File: config.mk
export PLATFORM = sky130hd
export DESIGN_NAME = hsst_sync_fifo_ctrl
export DESIGN_NICKNAME = d
export VERILOG_FILES = /design/src/rtl/hsst_sync_fifo_ctrl.sv
export SDC_FILE = /design/constraint.sdc
export NUM_CORES = 2
export LEC_CHECK = 0
export ABC_AREA = 1
export BUFFER_PORTS_ARGS = -buffer_cell sky130_fd_sc_hd__buf_4
export CAP_MARGIN = 5
export CELL_PAD_IN_SITES_DETAIL_PLACEMENT = 0
export CELL_PAD_IN_SITES_GLOBAL_PLACEMENT = 2
export CORE_UTILIZATION = 35
export CTS_BUF_LIST = sky130_fd_sc_hd__clkbuf_16
export CTS_CLUSTER_DIAMETER = 100
export CTS_CLUSTER_SIZE = 24
export DETAILED_ROUTE_END_ITERATION = 8
export GPL_ROUTABILITY_DRIVEN = 0
export PLACE_DENSITY_LB_ADDON = 0.1
export REMOVE_ABC_BUFFERS = 1
export SYNTH_ARGS = -nofsm -noshare
export SYNTH_HDL_FRONTEND = slang
export SYNTH_SLANG_ARGS = --single-unit
File: constraint.sdc
create_clock -name clk -period 4.9 [get_ports clk]
set_input_delay 0.735 -clock clk [delete_from_list [all_inputs] [get_ports clk]]
set_output_delay 0.735 -clock clk [all_outputs]
set_load 0.02 [all_outputs]
File: src/rtl/hsst_sync_fifo_ctrl.sv
// Single-clock FIFO controller with registered level flags, sticky
// overflow/underflow, optional output register and synchronous flush.
module hsst_sync_fifo_ctrl #(
    parameter int DATA_WIDTH   = 8,
    parameter int DEPTH_WIDTH  = 8,
    parameter int OUTPUT_REG   = 0,
    parameter int ERR_CLR_PRIO = 0
) (
    input  logic                   clk,
    input  logic                   rst_n,
    input  logic                   flush,
    input  logic [DATA_WIDTH-1:0]  wr_data,
    input  logic                   wr_en,
    output logic                   wr_full,
    output logic                   almost_full,
    input  logic                   rd_en,
    output logic [DATA_WIDTH-1:0]  rd_data,
    output logic                   rd_valid,
    output logic                   rd_empty,
    output logic                   almost_empty,
    input  logic [DEPTH_WIDTH:0]   afull_thresh,
    input  logic [DEPTH_WIDTH:0]   aempty_thresh,
    output logic [DEPTH_WIDTH:0]   water_level,
    output logic                   overflow,
    output logic                   underflow,
    input  logic                   clr_err
);

    localparam int DEPTH = 2 ** DEPTH_WIDTH;
    localparam logic [DEPTH_WIDTH:0] C_DEPTH = {1'b1, {DEPTH_WIDTH{1'b0}}};
    localparam logic [DEPTH_WIDTH:0] C_ONE   = {{DEPTH_WIDTH{1'b0}}, 1'b1};

    logic [DATA_WIDTH-1:0]  r_mem [DEPTH];
    logic [DEPTH_WIDTH:0]   r_wptr;
    logic [DEPTH_WIDTH:0]   r_rptr;
    logic [DEPTH_WIDTH:0]   r_level;
    logic                   r_full;
    logic                   r_empty;
    logic                   r_afull;
    logic                   r_aempty;
    logic                   r_ovf;
    logic                   r_udf;
    logic [DATA_WIDTH-1:0]  r_s1_data;
    logic                   r_s1_vld;

    logic                   w_wr_acc;
    logic                   w_rd_acc;
    logic                   w_ovf_ev;
    logic                   w_udf_ev;
    logic                   w_ovf_nxt;
    logic                   w_udf_nxt;
    logic [DEPTH_WIDTH:0]   w_level_nxt;
    logic [DATA_WIDTH-1:0]  w_rd_word;

    // Flush outranks both requests, so nothing is accepted or flagged.
    assign w_wr_acc = wr_en & ~r_full & ~flush;
    assign w_rd_acc = rd_en & ~r_empty & ~flush;
    assign w_ovf_ev = wr_en & r_full & ~flush;
    assign w_udf_ev = rd_en & r_empty & ~flush;

    assign w_rd_word = r_mem[r_rptr[DEPTH_WIDTH-1:0]];

    always_comb begin
        w_level_nxt = r_level;
        case ({w_wr_acc, w_rd_acc})
            2'b10:   w_level_nxt = r_level + C_ONE;
            2'b01:   w_level_nxt = r_level - C_ONE;
            default: w_level_nxt = r_level;
        endcase
    end

    always_comb begin
        w_ovf_nxt = r_ovf;
        w_udf_nxt = r_udf;
        if (ERR_CLR_PRIO != 0) begin
            if (clr_err) begin
                w_ovf_nxt = 1'b0;
                w_udf_nxt = 1'b0;
            end else begin
                w_ovf_nxt = r_ovf | w_ovf_ev;
                w_udf_nxt = r_udf | w_udf_ev;
            end
        end else begin
            w_ovf_nxt = w_ovf_ev | (r_ovf & ~clr_err);
            w_udf_nxt = w_udf_ev | (r_udf & ~clr_err);
        end
    end

    always_ff @(posedge clk) begin
        if (w_wr_acc) begin
            r_mem[r_wptr[DEPTH_WIDTH-1:0]] <= wr_data;
        end
    end

    always_ff @(posedge clk or negedge rst_n) begin
        if (!rst_n) begin
            r_wptr   <= '0;
            r_rptr   <= '0;
            r_level  <= '0;
            r_full   <= 1'b0;
            r_empty  <= 1'b1;
            r_afull  <= 1'b0;
            r_aempty <= 1'b1;
        end else if (flush) begin
            r_wptr   <= '0;
            r_rptr   <= '0;
            r_level  <= '0;
            r_full   <= 1'b0;
            r_empty  <= 1'b1;
            r_afull  <= 1'b0;
            r_aempty <= 1'b1;
        end else begin
            if (w_wr_acc) begin
                r_wptr <= r_wptr + C_ONE;
            end
            if (w_rd_acc) begin
                r_rptr <= r_rptr + C_ONE;
            end
            r_level  <= w_level_nxt;
            r_full   <= (w_level_nxt == C_DEPTH);
            r_empty  <= (w_level_nxt == '0);
            r_afull  <= (w_level_nxt >= afull_thresh);
            r_aempty <= (w_level_nxt <= aempty_thresh);
        end
    end

    always_ff @(posedge clk or negedge rst_n) begin
        if (!rst_n) begin
            r_ovf <= 1'b0;
            r_udf <= 1'b0;
        end else begin
            r_ovf <= w_ovf_nxt;
            r_udf <= w_udf_nxt;
        end
    end

    always_ff @(posedge clk or negedge rst_n) begin
        if (!rst_n) begin
            r_s1_data <= '0;
            r_s1_vld  <= 1'b0;
        end else if (flush) begin
            r_s1_data <= '0;
            r_s1_vld  <= 1'b0;
        end else begin
            r_s1_vld <= w_rd_acc;
            if (w_rd_acc) begin
                r_s1_data <= w_rd_word;
            end
        end
    end

    generate
        if (OUTPUT_REG != 0) begin : g_oreg
            logic [DATA_WIDTH-1:0] r_s2_data;
            logic                  r_s2_vld;

            always_ff @(posedge clk or negedge rst_n) begin
                if (!rst_n) begin
                    r_s2_data <= '0;
                    r_s2_vld  <= 1'b0;
                end else if (flush) begin
                    r_s2_data <= '0;
                    r_s2_vld  <= 1'b0;
                end else begin
                    r_s2_vld <= r_s1_vld;
                    if (r_s1_vld) begin
                        r_s2_data <= r_s1_data;
                    end
                end
            end

            assign rd_data  = r_s2_data;
            assign rd_valid = r_s2_vld;
        end else begin : g_noreg
            assign rd_data  = r_s1_data;
            assign rd_valid = r_s1_vld;
        end
    endgenerate

    assign wr_full      = r_full;
    assign rd_empty     = r_empty;
    assign almost_full  = r_afull;
    assign almost_empty = r_aempty;
    assign water_level  = r_level;
    assign overflow     = r_ovf;
    assign underflow    = r_udf;

endmodule
==> impl_results.md <==
* Reg2reg end: almost_full
* Maxcap violations at 0
* Sequential share of the synthesized area at 0.7278
* H-tree levels at 3
* CTS Root Cell: clkbuf_16
* Ys async rst share at 0.01916
* Worst vdd ir at 0.2920 mV
* Hold path startpoint: clr_err
* Share of cells above drive strength 1 at 0.06209
* Reg clk slew, reported paths at 100 ps
* First-pass GRT wire length at 392400 µm
* Avg Cell Area, Syn at 11.57 µm²
* Chip width at 497.3 µm
* Fin crit share at 0.7641
* Pin count of the biggest net entering global routing at 172
* Inst Count DP at 10390
* EDFF count, synth at 2048
* Core ar. at 243700 µm²
* Power per standard cell area at 363.9 nW/µm²
* Detail-routed net length per standard cell at 25.59 µm
* Die Area at 247300 µm²
* Post-DR vias/cell at 5.164
* Worst setup SP type: flop
* DP Wirelength at 156400 µm
* CP Data Required Time at 5610 ps
* Static Leak at 32.10 nW
* Chip height at 497.3 µm
* Synth warn at 0
* Max clock buf depth at 3
* Grt ovf at 0
* Final Core Density at 0.3848
* Hold/Removal Path Class: in2reg
* Post-synthesis cell type count at 33
* TritonCTS clock tree: done
* Top Ports at 56
* Initial antenna violation count at 15
* Area leader, netlist: edfxtp_1
* Routed via count at 54630
* Hold endpoint: overflow
* Worst Hold Depth at 2
* Finished Layout Cells at 10580
* Initial DRC count at 4755
* Top post-synthesis cells by area: edfxtp_1 (72%), nand3_1 (10%), nand2_1 (9.8%)
* Worst Reg-to-Reg Cells at 26
* Final routed DRC violation total at 0
* Final Hold Viols at 0
* Final Slew Violations at 0
* WP data arrival at 4450 ps
* RSZ-0062 raised after global routing: false
* Synth top area share at 0.7161
* Vias in the first global route at 53680
* Crit. End Element: flop
* WL final at 270700 µm
* Total GRT Usage at 0.2161
* Nets at 7357
* Status: complete, no violations
* Crit Path Max Fanout at 10
* Slew Limit Headroom at 0.2845
* Kind of critical path: reg2reg
* Fmax at 0.2671 GHz
* Row count at 181
* Initial Util at 0.3524
* Worst R2R Setup Slack at 1160 ps
* Worst r2r src: wr_full
* Port bufs at 55
* Worst slew pin tran at 1069 ps
* Clock Latency Late Sink at 800 ps
* Gate Count Post-Synth at 7423
* Clock sinks at 2088
* Most frequent cells in the layout: nand2_1 (2232), edfxtp_1 (2048), nand3_1 (1795)
* Final setup viols at 0
* Area delta synth->final at 9.186%
* Antenna Nets Post-Route at 0
* Synthesized area at 85880 µm²
* Prevailing post-synth register cell: edfxtp_1
* Synthesized flop and latch total at 2088
* Minimum clock period at 3744 ps
* Worst Skew at 41.16 ps
* CTS Buf Count at 110
* Commonest non-fill, non-tap cell in the layout: nand2_1
* First-pass iteration count of the detailed router at 5
## cells in the mapped netlist, types with 2 or more instances
master,count
o21ai_0,108
dfstp_2,2
a21oi_1,86
buf_1,70
edfxtp_1,2048
ha_1,22
inv_2,4
o21a_1,2
o21ai_1,17
clkbuf_1,181
nand3_1,1795
nor3_1,3
o22ai_1,27
buf_2,199
nand4_1,5
xor2_1,2
buf_6,14
nor2_1,355
buf_4,26
a31oi_1,17
xnor2_1,3
nand2_1,2248
dfrtp_1,38
o21bai_1,2
or2_2,2
clkinv_1,3
inv_1,138
## per-stage QoR
stage                     total power [mW]  hold WS, ps  setup WS, ps  area (µm²)  TNS, ps
after floorplan                      23.20        439.4        -51710       83590  -634370
after global placement               23.92        523.9         516.7       90260        0
after detailed placement             23.92        524.0         671.7       90260        0
after CTS                            34.54        52.12          1100       93760        0
after global routing                 35.42        77.40         653.2       93760        0
final                                34.12        122.3          1156       93760        0
## per-layer routing
| layer | share of wire | GRT usage | routed length (µm) | vias to the layer above |
|---|---|---|---|---|
| li1 | - | - | - | 25800 |
| met1 | 0.46 | 0.3084 | 125500 | 27470 |
| met2 | 0.47 | 0.3528 | 127900 | 1123 |
| met3 | 0.042 | 0.02530 | 11290 | 237 |
| met4 | 0.022 | 0.04626 | 5946 | 8 |
| met5 | 0.00017 | 0 | 45 | - |
## critical path, stage by stage, from the launching register on
cell      delay [ps]
dfrtp_1          420
nor2_1           240
inv_1            110
nor2_2           110
inv_1             80
ha_1             220
buf_4            180
nand2_1           70
nand2_1           90
inv_1             80
ha_1             130
inv_1             50
nand2_1           80
nand2_1           70
o21ai_0          240
nand2_1           80
nand3_1          110
nand2_1          120
ha_1             330
nand4_1           90
o211ai_1         210
nand2_1          100
a21oi_1          130
o21ai_0          100
nand2_1           60
nand2_1           50
a21oi_1          110
## timing repair
action | 4_1_cts | 5_1_grt
hold buffers | 1 | 0
endpoints found under the hold margin | 38 | 0
gates resized for setup | 0 | 0
setup buffers | 0 | 0
## state kept, by name, indices dropped and copies added, names as in the netlist, 8 cells and up
register	flops
r_mem	2048
r_rptr	8
r_wptr	8
rd_data	8
water_level	9
## worst max-delay path by stage
stage / end / from / cells past startpoint
after global routing: almost_full / wr_full / 26
final: almost_full / wr_full / 26
after floorplan: rd_data[6] / r_rptr[0] / 13
after detailed placement: almost_full / wr_en / 28
after global placement: almost_full / wr_en / 28
after CTS: almost_full / wr_full / 26
## cell type report
| type | instances | area [µm²] |
|---|---|---|
| diodes | 2 | 5.005 |
| clock buffers | 113 | 2828 |
| clock inverters | 72 | 663.1 |
| fillers | 23550 | 149900 |
| inverters | 145 | 573.1 |
| multi-input cells | 4700 | 20580 |
| flip-flops and latches | 2088 | 62520 |
| well taps | 3202 | 4006 |
| repair buffers | 258 | 2587 |
## logic make-up after synthesis
kind of cell | Yosys count | synth area share
simple gates | 4412 | 0.2194
flops | 2088 | 0.7278
buf+inv | 635 | 0.03302
compound gates | 261 | 0.01603
fa+ha+maj | 22 | 0.003205
xor+xnor | 5 | 0.0005100
## where the power goes
group	internal [mW]	switching [mW]
Combinational	0.977	2.77
Sequential	19.6	0.0698
Clock	4.58	6.11
Total	25.2	8.96
No activity file was read; power rests on OpenSTA's default activity.
